$ cat src/rtl/imem_loader_pkg.sv
// Shared definitions for the instruction-memory loader: FSM state encoding and length-field width.
// The CHK state exists only when IMEM_LOADER_CHECKSUM_EN is defined.
package imem_loader_pkg;

  localparam int LEN_W = 16;

  typedef enum logic [2:0] {
    ST_IDLE   = 3'd0,
    ST_LEN_LO = 3'd1,
    ST_LEN_HI = 3'd2,
    ST_DATA   = 3'd3,
`ifdef IMEM_LOADER_CHECKSUM_EN
    ST_CHK    = 3'd4,
`endif
    ST_RUN    = 3'd5,
    ST_ERR    = 3'd6
  } state_t;

endpackage

$ cat src/rtl/imem_loader_word_packer.sv
// Gathers accepted stream bytes into little-endian 32-bit words; the first byte lands in [7:0].
// Pulses o_word_valid combinationally on the byte that completes a word.
module imem_word_packer (
  input  logic        i_clk,
  input  logic        i_rst,
  input  logic        i_clear,
  input  logic        i_take,
  input  logic [7:0]  i_byte,
  output logic        o_word_valid,
  output logic [31:0] o_word
);

  logic [1:0]  r_lane;
  logic [23:0] r_sr;

  always_ff @(posedge i_clk) begin
    if (i_rst || i_clear) begin
      r_lane <= 2'd0;
    end else if (i_take) begin
      r_lane <= r_lane + 2'd1;
    end
  end

  // Shift right so earlier bytes migrate toward the low lanes
  always_ff @(posedge i_clk) begin
    if (i_take) begin
      r_sr <= {i_byte, r_sr[23:8]};
    end
  end

  assign o_word_valid = i_take && (r_lane == 2'd3);
  assign o_word       = {i_byte, r_sr};

endmodule

$ cat src/rtl/imem_loader.sv
// Loads a length-prefixed byte stream into the instruction memory and holds the core in reset until done.
// Define IMEM_LOADER_CHECKSUM_EN to require a trailing mod-256 checksum byte.
module imem_loader
  import imem_loader_pkg::*;
#(
  parameter int ADDR_W = 9
) (
  input  logic              i_clk,
  input  logic              i_rst,
  input  logic              i_start,
  input  logic [7:0]        i_byte_data,
  input  logic              i_byte_valid,
  output logic              o_byte_ready,
  output logic              o_imem_we,
  output logic [ADDR_W-1:0] o_imem_addr,
  output logic [31:0]       o_imem_wdata,
  output logic              o_cpu_rst,
  output logic              o_busy,
  output logic              o_done,
  output logic              o_error
);

  localparam int DEPTH = 2 ** ADDR_W;
  localparam logic [LEN_W:0] DEPTH_L = (LEN_W + 1)'(DEPTH);
  localparam logic [ADDR_W:0] IDX_ONE = (ADDR_W + 1)'(1);

  state_t              r_state;
  state_t              w_next;
  logic [7:0]          r_len_lo;
  logic [ADDR_W:0]     r_nwords;
  logic [ADDR_W:0]     r_idx;
  logic                r_we;
  logic [ADDR_W-1:0]   r_addr;
  logic [31:0]         r_wdata;
`ifdef IMEM_LOADER_CHECKSUM_EN
  logic [7:0]          r_sum;
`endif

  logic                w_ready;
  logic                w_take;
  logic                w_start;
  logic                w_data_full;
  logic                w_word_valid;
  logic [31:0]         w_word;
  logic [LEN_W-1:0]    w_len;

  assign w_data_full = (r_idx == r_nwords);
  assign w_len       = {i_byte_data, r_len_lo};
  assign w_start     = i_start &&
                       (r_state == ST_IDLE || r_state == ST_RUN || r_state == ST_ERR);

  // DATA drops ready once every word is in, covering the final write cycle
  always_comb begin
    w_ready = 1'b0;
    case (r_state)
      ST_LEN_LO, ST_LEN_HI: w_ready = 1'b1;
      ST_DATA:              w_ready = !w_data_full;
`ifdef IMEM_LOADER_CHECKSUM_EN
      ST_CHK:               w_ready = 1'b1;
`endif
      default:              w_ready = 1'b0;
    endcase
  end

  assign w_take = i_byte_valid && w_ready;

  imem_word_packer u_packer (
    .i_clk        (i_clk),
    .i_rst        (i_rst),
    .i_clear      (w_start),
    .i_take       (w_take && (r_state == ST_DATA)),
    .i_byte       (i_byte_data),
    .o_word_valid (w_word_valid),
    .o_word       (w_word)
  );

  always_comb begin
    w_next = r_state;
    if (w_start) begin
      w_next = ST_LEN_LO;
    end else begin
      case (r_state)
        ST_LEN_LO: if (w_take) w_next = ST_LEN_HI;
        ST_LEN_HI: begin
          if (w_take) begin
            if (w_len == '0) begin
`ifdef IMEM_LOADER_CHECKSUM_EN
              w_next = ST_CHK;
`else
              w_next = ST_RUN;
`endif
            end else if ({1'b0, w_len} > DEPTH_L) begin
              w_next = ST_ERR;
            end else begin
              w_next = ST_DATA;
            end
          end
        end
        ST_DATA: begin
`ifdef IMEM_LOADER_CHECKSUM_EN
          if (w_word_valid && ((r_idx + IDX_ONE) == r_nwords)) w_next = ST_CHK;
`else
          if (w_data_full) w_next = ST_RUN;
`endif
        end
`ifdef IMEM_LOADER_CHECKSUM_EN
        ST_CHK: if (w_take) w_next = (i_byte_data == r_sum) ? ST_RUN : ST_ERR;
`endif
        default: w_next = r_state;
      endcase
    end
  end

  always_ff @(posedge i_clk) begin
    if (i_rst) begin
      r_state  <= ST_IDLE;
      r_we     <= 1'b0;
      r_addr   <= '0;
      r_wdata  <= '0;
      r_idx    <= '0;
      r_nwords <= '0;
      r_len_lo <= '0;
`ifdef IMEM_LOADER_CHECKSUM_EN
      r_sum    <= '0;
`endif
    end else begin
      r_state <= w_next;
      r_we    <= w_word_valid;
      if (w_start) begin
        r_idx <= '0;
      end
      if (w_take && r_state == ST_LEN_LO) begin
        r_len_lo <= i_byte_data;
      end
      if (w_take && r_state == ST_LEN_HI) begin
        r_nwords <= w_len[ADDR_W:0];
      end
      if (w_word_valid) begin
        r_addr  <= r_idx[ADDR_W-1:0];
        r_wdata <= w_word;
        r_idx   <= r_idx + IDX_ONE;
      end
`ifdef IMEM_LOADER_CHECKSUM_EN
      // Running sum covers length and data bytes, never the checksum byte itself
      if (w_start) begin
        r_sum <= '0;
      end else if (w_take && r_state != ST_CHK) begin
        r_sum <= r_sum + i_byte_data;
      end
`endif
    end
  end

  assign o_byte_ready = w_ready;
  assign o_imem_we    = r_we;
  assign o_imem_addr  = r_addr;
  assign o_imem_wdata = r_wdata;
  assign o_done       = (r_state == ST_RUN);
  assign o_error      = (r_state == ST_ERR);
  assign o_cpu_rst    = (r_state != ST_RUN);
  assign o_busy       = (r_state != ST_IDLE) && (r_state != ST_RUN) && (r_state != ST_ERR);

endmodule

$ cat config.mk
export PLATFORM = sky130hd
export DESIGN_NAME = imem_loader
export DESIGN_NICKNAME = d
export VERILOG_FILES = /design/src/rtl/imem_loader_pkg.sv /design/src/rtl/imem_loader_word_packer.sv /design/src/rtl/imem_loader.sv
export SDC_FILE = /design/constraint.sdc
export NUM_CORES = 1
export LEC_CHECK = 0
export ABC_AREA = 1
export CORE_ASPECT_RATIO = 1.25
export CORE_UTILIZATION = 40
export CTS_CLUSTER_SIZE = 30
export DETAILED_ROUTE_END_ITERATION = 8
export SETUP_SLACK_MARGIN = 0.15
export SLEW_MARGIN = 20
export SYNTH_ARGS = -nofsm -noshare
export SYNTH_HDL_FRONTEND = slang
export SYNTH_SLANG_ARGS = --single-unit
$ cat constraint.sdc
create_clock -name i_clk -period 3.5 [get_ports i_clk]
set_input_delay 0.7 -clock i_clk [delete_from_list [all_inputs] [get_ports i_clk]]
set_output_delay 0.7 -clock i_clk [all_outputs]
set_load 0.02 [all_outputs]
* Yosys cells after proc, flatten, opt, wreduce, memory -nomap -nowiden
Cells that the tools add are included.
** Word-level totals
- Flip-flop bits (word level) :: 99
- Word-level logic and storage cells :: 60
- Output and inout port bits :: 47
- Input bits :: 12
** Cells by class
- Add/subtract/negate cells :: 2
- Eq/ne operators :: 15
- Reductions and logical operators :: 22
- Magnitude comparators :: 1
- Muxes and demuxes :: 10
** Operator list (count)
- 10-bit two-way mux :: 2
- 16-bit by 10-bit greater-than comparator with 1-bit output (second input constant) :: 1
- 16-bit zero test :: 1
- 3-bit two-way mux :: 5
- 10-bit by 1-bit adder with 10-bit output (second input constant) :: 1
- 10-bit equality test :: 1
- 3-bit by 2-bit != test with 1-bit output (second input constant) :: 3
- 3-bit one-hot mux with 3 select lines :: 1
- 1-bit logical AND :: 8
- 4-bit AND reduction :: 2
- 3-bit by 2-bit equality test with 1-bit output (second input constant) :: 2
- 3-bit equality test (second input constant) :: 2
- 2-bit != test (second input constant) :: 3
- 3-bit != test (second input constant) :: 2
- 3-bit nonzero test :: 2
- 4-bit nonzero test :: 1
- 2-bit OR reduction :: 2
- 3-bit by 1-bit equality test with 1-bit output (second input constant) :: 1
- 3-bit zero test :: 1
- 1-bit logical OR :: 3
- 2-bit by 1-bit adder with 2-bit output (second input constant) :: 1
- 2-bit equality test (second input constant) :: 1
- 1-bit one-hot mux with 2 select lines :: 1
- 2-bit nonzero test :: 1
- 2 further kinds :: 2

* Logic depth before layout (Yosys ltp)
Gate-level depths: netlist of the first run.
- Word-level depth :: 7
- Depth in mapped cells :: 14
- Mapped depth without buffers :: 14

* Modules after synthesis
A second synthesis of the first run with hierarchy kept.
** Second synthesis, totals
- Cells, all modules :: 484
- Area, all modules :: 3943.8 µm²
** By module, submodules not included
- imem_loader :: instances 1, cells each 434, sequential area each 1461.4 µm², area an instance 3051.7 µm²
- imem_word_packer :: instances 1, cells each 50, sequential area each 760.7 µm², area an instance 892.1 µm²

* Worst setup path after synthesis of the first run
No wires, ideal clock.
- Kind :: flip-flop to flip-flop
- Start :: register r_state[1]
- End :: register u_packer.r_sr[0], enable pin
- Arrival time :: 2.178 ns
- Path buffers :: 0
- Required time :: 3.092 ns
- Setup time :: 0.408 ns
- Stages on the path, launching flop included :: 8
- Period minus slack after synthesis :: 2.586 ns
- Setup slack :: 0.914 ns
- Cells stage by stage :: dfxtp_1 inv_1 nor2_1 nand2_1 o21bai_2 nand2_2 nand2_1 nor2_1
** Between the ends
- Cells in the longest elaborated chain, start to end :: 5
- Elaborated cells between the ends (all ways) :: 7
- Classes of those cells :: eq/ne: 3; mux: 1; reduce/logical: 3
** RTL lines
- start, declared :: RTL line imem_loader.sv:27 : state_t r_state;
- start signal, assigned :: RTL line imem_loader.sv:127 : r_state <= w_next;
- 3-bit by 1-bit equality test with 1-bit output / 3-bit by 2-bit equality test with 1-bit output (equally long branches) :: RTL line imem_loader.sv:55 : case (r_state)
- 2-bit OR reduction :: RTL line imem_loader.sv:55
- 1-bit one-hot mux with 2 select lines * :: RTL line imem_loader.sv:55
- named net o_byte_ready :: RTL line imem_loader.sv:13 : output logic o_byte_ready,
- 1-bit logical AND * :: RTL line imem_loader.sv:65 : assign w_take = i_byte_valid && w_ready;
- 1-bit logical AND * :: RTL line imem_loader.sv:71 : .i_take (w_take && (r_state == ST_DATA)),
- named net u_packer.i_take :: RTL line imem_loader_word_packer.sv:7 : input logic i_take,
- end signal, assigned :: RTL line imem_loader_word_packer.sv:27 : r_sr <= {i_byte, r_sr[23:8]};
- end, declared :: RTL line imem_loader_word_packer.sv:14 : logic [23:0] r_sr;
The timed path passes the listed nets; every way through them passes the cells marked *.
A chain may end at the register's enable or synchronous reset.

* Final worst setup path of the first run
- Start :: register r_state[1]
- End :: output port o_busy
** Between the ends
- Cells in the longest elaborated chain, start to end :: 3
- Elaborated cells between the ends (all ways) :: 5
- Classes of those cells :: eq/ne: 2; reduce/logical: 3
** RTL lines
- 3-bit != test / 3-bit nonzero test (equally long branches) :: RTL line imem_loader.sv:161 : assign o_busy = (r_state != ST_IDLE) && (r_state != ST_RUN) && (r_state != ST_ERR);
- 1-bit logical AND :: RTL line imem_loader.sv:161
- 1-bit logical AND * :: RTL line imem_loader.sv:161
- end, declared :: RTL line imem_loader.sv:18 : output logic o_busy,
Every way passes the cells marked *; elsewhere a longest branch is shown, timed or not.

==> summary.txt, run 1 <==
WORST SETUP PATH
-------------------------------------------------------------------------------------
Largest fanout of any net on the critical path                                     12
Arrival time worst endpoint                                                   2360 ps
Worst Setup End Kind                                                     primary output
Type of the worst setup path                                             flip-flop to primary output
Register-to-Register Path Depth                                                    12
Worst Setup Start Kind                                                      flip-flop
Required time worst endpoint                                                  2800 ps

LAYOUT
-------------------------------------------------------------------------------------
Register area                                                                2220 µm²
Area occupied by multi-input gates                                           1440 µm²
Inserted Diodes                                                                     0
Filler Cells Inserted                                                             971
Layout overhead on the synthesized area                                         24.0%
Count of placed standard cells in the final layout, fillers left out              664
Commonest cells after routing, fill and taps aside                       135 x sky130_fd_sc_hd__nand2_1, 75 x sky130_fd_sc_hd__dfxtp_1, 63 x sky130_fd_sc_hd__a21oi_1
Fraction of layout instances using a drive strength above 1                     6.51%
Most frequent standard cell in the layout excluding fill and tap cells   sky130_fd_sc_hd__nand2_1
Final nets                                                                        547

GLOBAL ROUTING
-------------------------------------------------------------------------------------
Number of global-route vias before repair                                        3072
Global-route usage over all layers                                              17.8%
Global route overflow                                                               0
Wire length of the first global-routing pass                                 14500 µm
Antenna violations before repair                                                    0
Largest net degree at the start of global routing                                  55

PWR
-------------------------------------------------------------------------------------
Share of power burned in registers                                              50.6%
Psw                                                                            562 µW
Internal Dissipation                                                          1.80 mW
Max VDD drop                                                                   317 µV
Clock network fraction of total power                                           42.2%
Reported leakage power                                                        1.78 nW
Combinational cell fraction of total power                                       7.2%
Power density cells                                                        483 nW/µm²
Net switching fraction of the power                                             23.8%

TIMING
-------------------------------------------------------------------------------------
Final hold violation count                                                          0
Worst rel slew slack                                                            51.5%
RSZ-0062 raised after global routing                                               no
Hold Worst Slack                                                               456 ps
Number of pins exceeding their max-slew limit in the final report                   0
Highest clock rate                                                          0.327 GHz
Worst Max-Slew Pin Slew                                                        727 ps
Summed negative setup slack over all endpoints                                   0 ps
Final critical-path share of the clock period                                   87.5%
Crit path time final                                                          3060 ps
Setup-violating endpoint count in the final report                                  0
Worst clock skew                                                              7.17 ps

SYNTH
-------------------------------------------------------------------------------------
Per-instance average area after synthesis                                    8.16 µm²
Post-synthesis sequential element count                                            99
Synthesized netlist net count                                                     498
Sequential share of the synthesized area                                        56.3%
Number of instances in the synthesized netlist                                    484
Yosys warnings                                                                      0
Library cells used by synthesis                                                    29
Summed instance area of the synthesized netlist                              3950 µm²

DRT
-------------------------------------------------------------------------------------
Number of detailed-route iterations in the first pass                               5
Avg WL per Cell                                                               13.2 µm
Average via count per standard cell                                              4.96
Total detailed-routing wirelength                                             8740 µm
DR vias                                                                          3295
Residual DRC count                                                                  0
Count of routing violations after the opening detailed-route iteration            237
Count of nets left with antenna violations after detail routing                     0

CLOCKING
-------------------------------------------------------------------------------------
CTS H-tree depth                                                                    3
Number of buffers on the longest clock path                                         2
Post-CTS Resized                                                                    0
Root Buffer                                                              sky130_fd_sc_hd__clkbuf_16
Inserted Clock Buffers                                                              9
Post-CTS Setup Inserts                                                              0
Clock tree from TritonCTS                                                         yes
CTS sink count                                                                     99
Clock latency at the later pin of the worst-skew pair                          340 ps
Clock transition at the registers of the reported paths                         70 ps
Quantity of hold-fixing buffers added after cts                                     0

FLOORPLANNING
-------------------------------------------------------------------------------------
Horiz. Die Dim                                                                90.9 µm
Area of the die                                                             10300 µm²
Die Span Y                                                                     113 µm
Effective utilization at floorplan                                              41.1%
Area of the placeable core                                                   9610 µm²
Ports                                                                              59
Standard-cell row count                                                            40

PLACED DESIGN
-------------------------------------------------------------------------------------
HPWL after DPL                                                                5750 µm
IO Port Bufs                                                                       58
Gp weighted congestion                                                          0.830
Cell Count Post-Placement                                                         648

OUTCOME
-------------------------------------------------------------------------------------
Outcome                                                                  finished clean

MIN PATH
-------------------------------------------------------------------------------------
Cell depth of the worst min-delay path                                              0
Kind of path behind the tightest hold check                              flip-flop to flip-flop

FLOW RUN
-------------------------------------------------------------------------------------
Count of maximum capacitance violations                                             0

Yosys cell counts:
cell type | number | area share (%)
sky130_fd_sc_hd__a21oi_2 | 1 | 0.22
sky130_fd_sc_hd__nand2_2 | 1 | 0.16
sky130_fd_sc_hd__nor2_2 | 2 | 0.32
sky130_fd_sc_hd__o21ai_1 | 1 | 0.13
sky130_fd_sc_hd__o21ai_0 | 25 | 3.2
sky130_fd_sc_hd__nand4_1 | 12 | 1.9
sky130_fd_sc_hd__a21oi_1 | 63 | 8.0
sky130_fd_sc_hd__clkbuf_2 | 2 | 0.25
sky130_fd_sc_hd__nand2_1 | 135 | 13
sky130_fd_sc_hd__o31ai_1 | 1 | 0.19
sky130_fd_sc_hd__buf_4 | 5 | 0.95
sky130_fd_sc_hd__inv_1 | 38 | 3.6
sky130_fd_sc_hd__clkinv_1 | 1 | 0.095
sky130_fd_sc_hd__nor2_1 | 43 | 4.1
sky130_fd_sc_hd__nand3_1 | 19 | 2.4
sky130_fd_sc_hd__ha_1 | 2 | 0.63
sky130_fd_sc_hd__clkbuf_1 | 9 | 0.86
sky130_fd_sc_hd__buf_2 | 7 | 0.89
sky130_fd_sc_hd__o21bai_2 | 1 | 0.29
sky130_fd_sc_hd__inv_2 | 7 | 0.67
sky130_fd_sc_hd__nor3_1 | 1 | 0.13
sky130_fd_sc_hd__nor4_1 | 1 | 0.16
sky130_fd_sc_hd__xor2_1 | 4 | 0.89
sky130_fd_sc_hd__or2_2 | 1 | 0.16
sky130_fd_sc_hd__dfxtp_1 | 75 | 38
sky130_fd_sc_hd__nand4_4 | 1 | 0.54
sky130_fd_sc_hd__buf_1 | 1 | 0.095
sky130_fd_sc_hd__or3_1 | 1 | 0.16
sky130_fd_sc_hd__edfxtp_1 | 24 | 18
critical path, cell delays in order (launching register included):
cell	delay [ps]
sky130_fd_sc_hd__dfxtp_1	370
sky130_fd_sc_hd__inv_1	90
sky130_fd_sc_hd__nor2_1	170
sky130_fd_sc_hd__nand2_1	120
sky130_fd_sc_hd__inv_1	330
sky130_fd_sc_hd__nor2_1	120
sky130_fd_sc_hd__o21ai_0	90
sky130_fd_sc_hd__nand2_1	80
sky130_fd_sc_hd__inv_1	60
sky130_fd_sc_hd__clkdlybuf4s50_1	590
per-stage QoR:
stage                     util, %  cell area [µm²]  power (mW)  worst slack, ps
final                        51.0             4900        2.37              438
after global routing         51.0             4900        2.45              292
after CTS                    51.0             4900        2.39              456
after detailed placement     47.8             4600        1.39              843
after global placement       47.8             4600        1.39              891
after floorplan                 -             3950        1.33              914
logic make-up (layout without fill, tap and decap cells):
kind of cell | count (synthesis) | count (layout) | share of synthesized area (%)
buffers and inverters | 70 | 124 | 7.41
AOI/OAI and AO/OA | 92 | 92 | 12.0
xor gates and xnor gates | 4 | 4 | 0.887
adders and majority gates | 2 | 2 | 0.633
DFF | 99 | 99 | 56.3
and+or+nand+nor | 217 | 217 | 22.8
flip-flops by register name (all words and copies together) (netlist names):
| register | cells |
|---|---|
| r_idx | 10 |
| u_packer.r_lane | 2 |
| o_imem_wdata | 32 |
| r_state | 3 |
| r_nwords | 10 |
| r_len_lo | 8 |
| o_imem_addr | 9 |
| o_imem_we | 1 |
| u_packer.r_sr | 24 |
per-layer routing:
layer,vias up,GRT usage [%],share of wire [%]
met3,13,3.23,3.7
met1,1538,22.9,47
met5,-,0,0
met4,0,8.25,2.0
met2,73,29.1,47
li1,1671,-,-
final cells by class:
| class | count | share of cell area [%] |
|---|---|---|
| tap | 126 | 3.22 |
| clock inverter | 6 | 1.48 |
| clock buffer | 10 | 4.68 |
| sequential | 99 | 45.4 |
| multi-input combinational | 315 | 29.4 |
| timing repair buffer | 62 | 12.4 |
| inverter | 46 | 3.53 |
worst paths after layout:
| check | end | startpoint | slack (ps) |
|---|---|---|---|
| setup / recovery | o_busy | r_state[1] | 440 |
| hold / removal | u_packer.r_sr[11] | u_packer.r_sr[19] | 460 |
| setup reg to reg | r_state[1] | r_state[1] | 1100 |
| hold reg to reg | u_packer.r_sr[11] | u_packer.r_sr[19] | 460 |
power groups by stage:
stage / clock network [mW] / logic (mW) / registers [mW]
3_5_place_dp: 0 / 0.167 / 1.22
6_report: 0.997 / 0.171 / 1.20
2_1_floorplan: 0 / 0.110 / 1.22
5_1_grt: 1.07 / 0.189 / 1.20
4_1_cts: 1.02 / 0.168 / 1.20
3_3_place_gp: 0 / 0.163 / 1.22
Power figures use the tool's default switching activity.
==> run 2, diff against run 1 <==
--- a/config.mk
+++ b/config.mk
@@ -6,8 +6,11 @@
 export NUM_CORES = 1
 export LEC_CHECK = 0
 export ABC_AREA = 1
+export ABC_CLOCK_PERIOD_IN_PS = 3500
 export CORE_ASPECT_RATIO = 1.25
+export CORE_MARGIN = 2
 export CORE_UTILIZATION = 40
+export CTS_CLUSTER_DIAMETER = 30
 export CTS_CLUSTER_SIZE = 30
 export DETAILED_ROUTE_END_ITERATION = 8
 export SETUP_SLACK_MARGIN = 0.15
==> run 2 against run 1 <==
Sequential share of layout area is 0.23 points lower. Via count is 1.0% lower. Final cell count stayed put. Total power is 2.8% higher. Critical endpoint unchanged.
==> summary.txt, run 2 (synthesis gave the netlist of run 1 again) <==
OUTCOME
-------------------------------------------------------------------------------------
Outcome                                                                  finished clean

FLOORPLANNING
-------------------------------------------------------------------------------------
Horiz. Die Dim                                                                92.9 µm
Area of the die                                                             10700 µm²
Ports                                                                              59
Standard-cell row count                                                            40
Die Span Y                                                                     115 µm
Area of the placeable core                                                   9610 µm²
Effective utilization at floorplan                                              41.1%

PLACED DESIGN
-------------------------------------------------------------------------------------
HPWL after DPL                                                                5940 µm
Worst slack, placed                                                            777 ps
Cell Count Post-Placement                                                         648
Gp weighted congestion                                                          0.869
IO Port Bufs                                                                       58

GLOBAL ROUTING
-------------------------------------------------------------------------------------
Number of global-route vias before repair                                        2938
Largest net degree at the start of global routing                                  55
Global route overflow                                                               0
Wire length of the first global-routing pass                                 14500 µm
Antenna violations before repair                                                    0
Global-route usage over all layers                                              17.2%

WORST SETUP PATH
-------------------------------------------------------------------------------------
Arrival time worst endpoint                                                   2400 ps
Worst Setup End Kind                                                     primary output
Cell with the most instances on the worst path                           sky130_fd_sc_hd__inv_1
Standard cell with the maximum stage delay on the critical path          sky130_fd_sc_hd__clkdlybuf4s50_1
Type of the worst setup path                                             flip-flop to primary output
Delay of the slowest critical-path stage                                       590 ps
Buffers plus inverters on the worst setup path                                      4
Worst Setup Start Kind                                                      flip-flop
Largest fanout of any net on the critical path                                     12
Largest delay share family, worst path                                   buffers and inverters
Required time worst endpoint                                                  2800 ps
Critical-path cell list                                                  inv_1 > nor2_1 > nand2_1 > inv_1 > nor2_1 > o21ai_0 > nand2_1 > inv_1 > clkdlybuf4s50_1

TIMING
-------------------------------------------------------------------------------------
Number of pins exceeding their max-slew limit in the final report                   0
Summed negative setup slack over all endpoints                                   0 ps
Worst rel slew slack                                                            50.8%
Highest clock rate                                                          0.323 GHz
Final critical-path share of the clock period                                   88.5%
Crit path time final                                                          3100 ps
Slack of the critical path                                                     402 ps
Worst clock skew                                                              7.92 ps
Final hold violation count                                                          0
Setup-violating endpoint count in the final report                                  0
RSZ-0062 raised after global routing                                               no
Worst Max-Slew Pin Slew                                                        737 ps

CLOCKING
-------------------------------------------------------------------------------------
Number of buffers on the longest clock path                                         2
CTS H-tree depth                                                                    3
Root Buffer                                                              sky130_fd_sc_hd__clkbuf_16
Clock transition at the registers of the reported paths                         70 ps
Post-CTS Resized                                                                    0
Inserted Clock Buffers                                                              9
CTS sink count                                                                     99
Quantity of hold-fixing buffers added after cts                                     0
Clock latency at the later pin of the worst-skew pair                          350 ps
Post-CTS Setup Inserts                                                              0
Clock tree from TritonCTS                                                         yes

LAYOUT
-------------------------------------------------------------------------------------
Area occupied by multi-input gates                                           1440 µm²
Final standard cell utilization of the core                                     51.2%
Layout overhead on the synthesized area                                         24.6%
Final nets                                                                        547
Fraction of layout instances using a drive strength above 1                     6.51%
Filler Cells Inserted                                                             955
Most frequent standard cell in the layout excluding fill and tap cells   sky130_fd_sc_hd__nand2_1
Count of placed standard cells in the final layout, fillers left out              664
Max FFs per register                                                               32
Register area                                                                2220 µm²
Inserted Diodes                                                                     0
Commonest cells after routing, fill and taps aside                       135 x sky130_fd_sc_hd__nand2_1, 75 x sky130_fd_sc_hd__dfxtp_1, 63 x sky130_fd_sc_hd__a21oi_1

FLOW RUN
-------------------------------------------------------------------------------------
Count of maximum capacitance violations                                             0

DRT
-------------------------------------------------------------------------------------
Average via count per standard cell                                              4.91
Count of routing violations after the opening detailed-route iteration            164
Total detailed-routing wirelength                                             8820 µm
Avg WL per Cell                                                               13.3 µm
Number of detailed-route iterations in the first pass                               4
DR vias                                                                          3262
Residual DRC count                                                                  0
Count of nets left with antenna violations after detail routing                     0

PWR
-------------------------------------------------------------------------------------
Max VDD drop                                                                   330 µV
Power density cells                                                        494 nW/µm²
Final Total Pwr                                                               2.43 mW
Reported leakage power                                                        1.79 nW

MIN PATH
-------------------------------------------------------------------------------------
Kind of path behind the tightest hold check                              flip-flop to flip-flop

## run 2: cell types whose count changed in the layout (fill, tap and decap cells not counted)
cell	delta
sky130_fd_sc_hd__inv_6	-2
sky130_fd_sc_hd__bufinv_16	+1
sky130_fd_sc_hd__clkbuf_1	-1
sky130_fd_sc_hd__clkbuf_8	+1
sky130_fd_sc_hd__clkinv_1	+1
sky130_fd_sc_hd__clkinv_4	-1
sky130_fd_sc_hd__clkinvlp_4	+1
## run 2: path summary, 6_finish.rpt
path	from	end	slack, ps	cells after the start
setup / recovery	r_state[1]	o_busy	400	9
hold / removal	u_packer.r_sr[23]	u_packer.r_sr[15]	450	0
setup reg to reg	r_state[1]	r_state[1]	1120	12
hold reg to reg	u_packer.r_sr[23]	u_packer.r_sr[15]	450	0
## run 2: metrics by stage
step	cell area, µm²	hold WS [ps]
floorplan	3950	427
global placement	4600	436
detailed placement	4600	434
CTS	4920	452
global route	4920	468
finish	4920	449
## run 2: power breakdown
part | internal, mW | switching [mW] | total (mW)
combinational | 0.0554 | 0.113 | 0.168
clock | 0.647 | 0.419 | 1.07
sequential | 1.18 | 0.0134 | 1.20
## run 2: layout make-up
type	instances	share of cell area, %
Multi-Input combinational cell	315	29.2
Clock buffer	10	4.86
Timing Repair Buffer	62	12.3
Clock inverter	6	1.78
Inverter	46	3.51
Sequential cell	99	45.1
Tap cell	126	3.20
## run 2: per-layer routing
metal | GRT usage, % | wire, µm | vias to the layer above
met2 | 27.2 | 4150 | 65
met1 | 23.2 | 4190 | 1514
met3 | 3.67 | 334 | 12
met5 | 0 | 0 | -
met4 | 6.57 | 146 | 0
li1 | - | - | 1671
==> run 3, diff against run 2 <==
--- a/config.mk
+++ b/config.mk
@@ -14,6 +14,7 @@
 export CTS_CLUSTER_SIZE = 30
 export DETAILED_ROUTE_END_ITERATION = 8
 export SETUP_SLACK_MARGIN = 0.15
+export SKIP_LAST_GASP = 1
 export SLEW_MARGIN = 20
 export SYNTH_ARGS = -nofsm -noshare
 export SYNTH_HDL_FRONTEND = slang
==> results of run 3 <==
The final DEF is identical to that of run 2; final timing and power are the same.
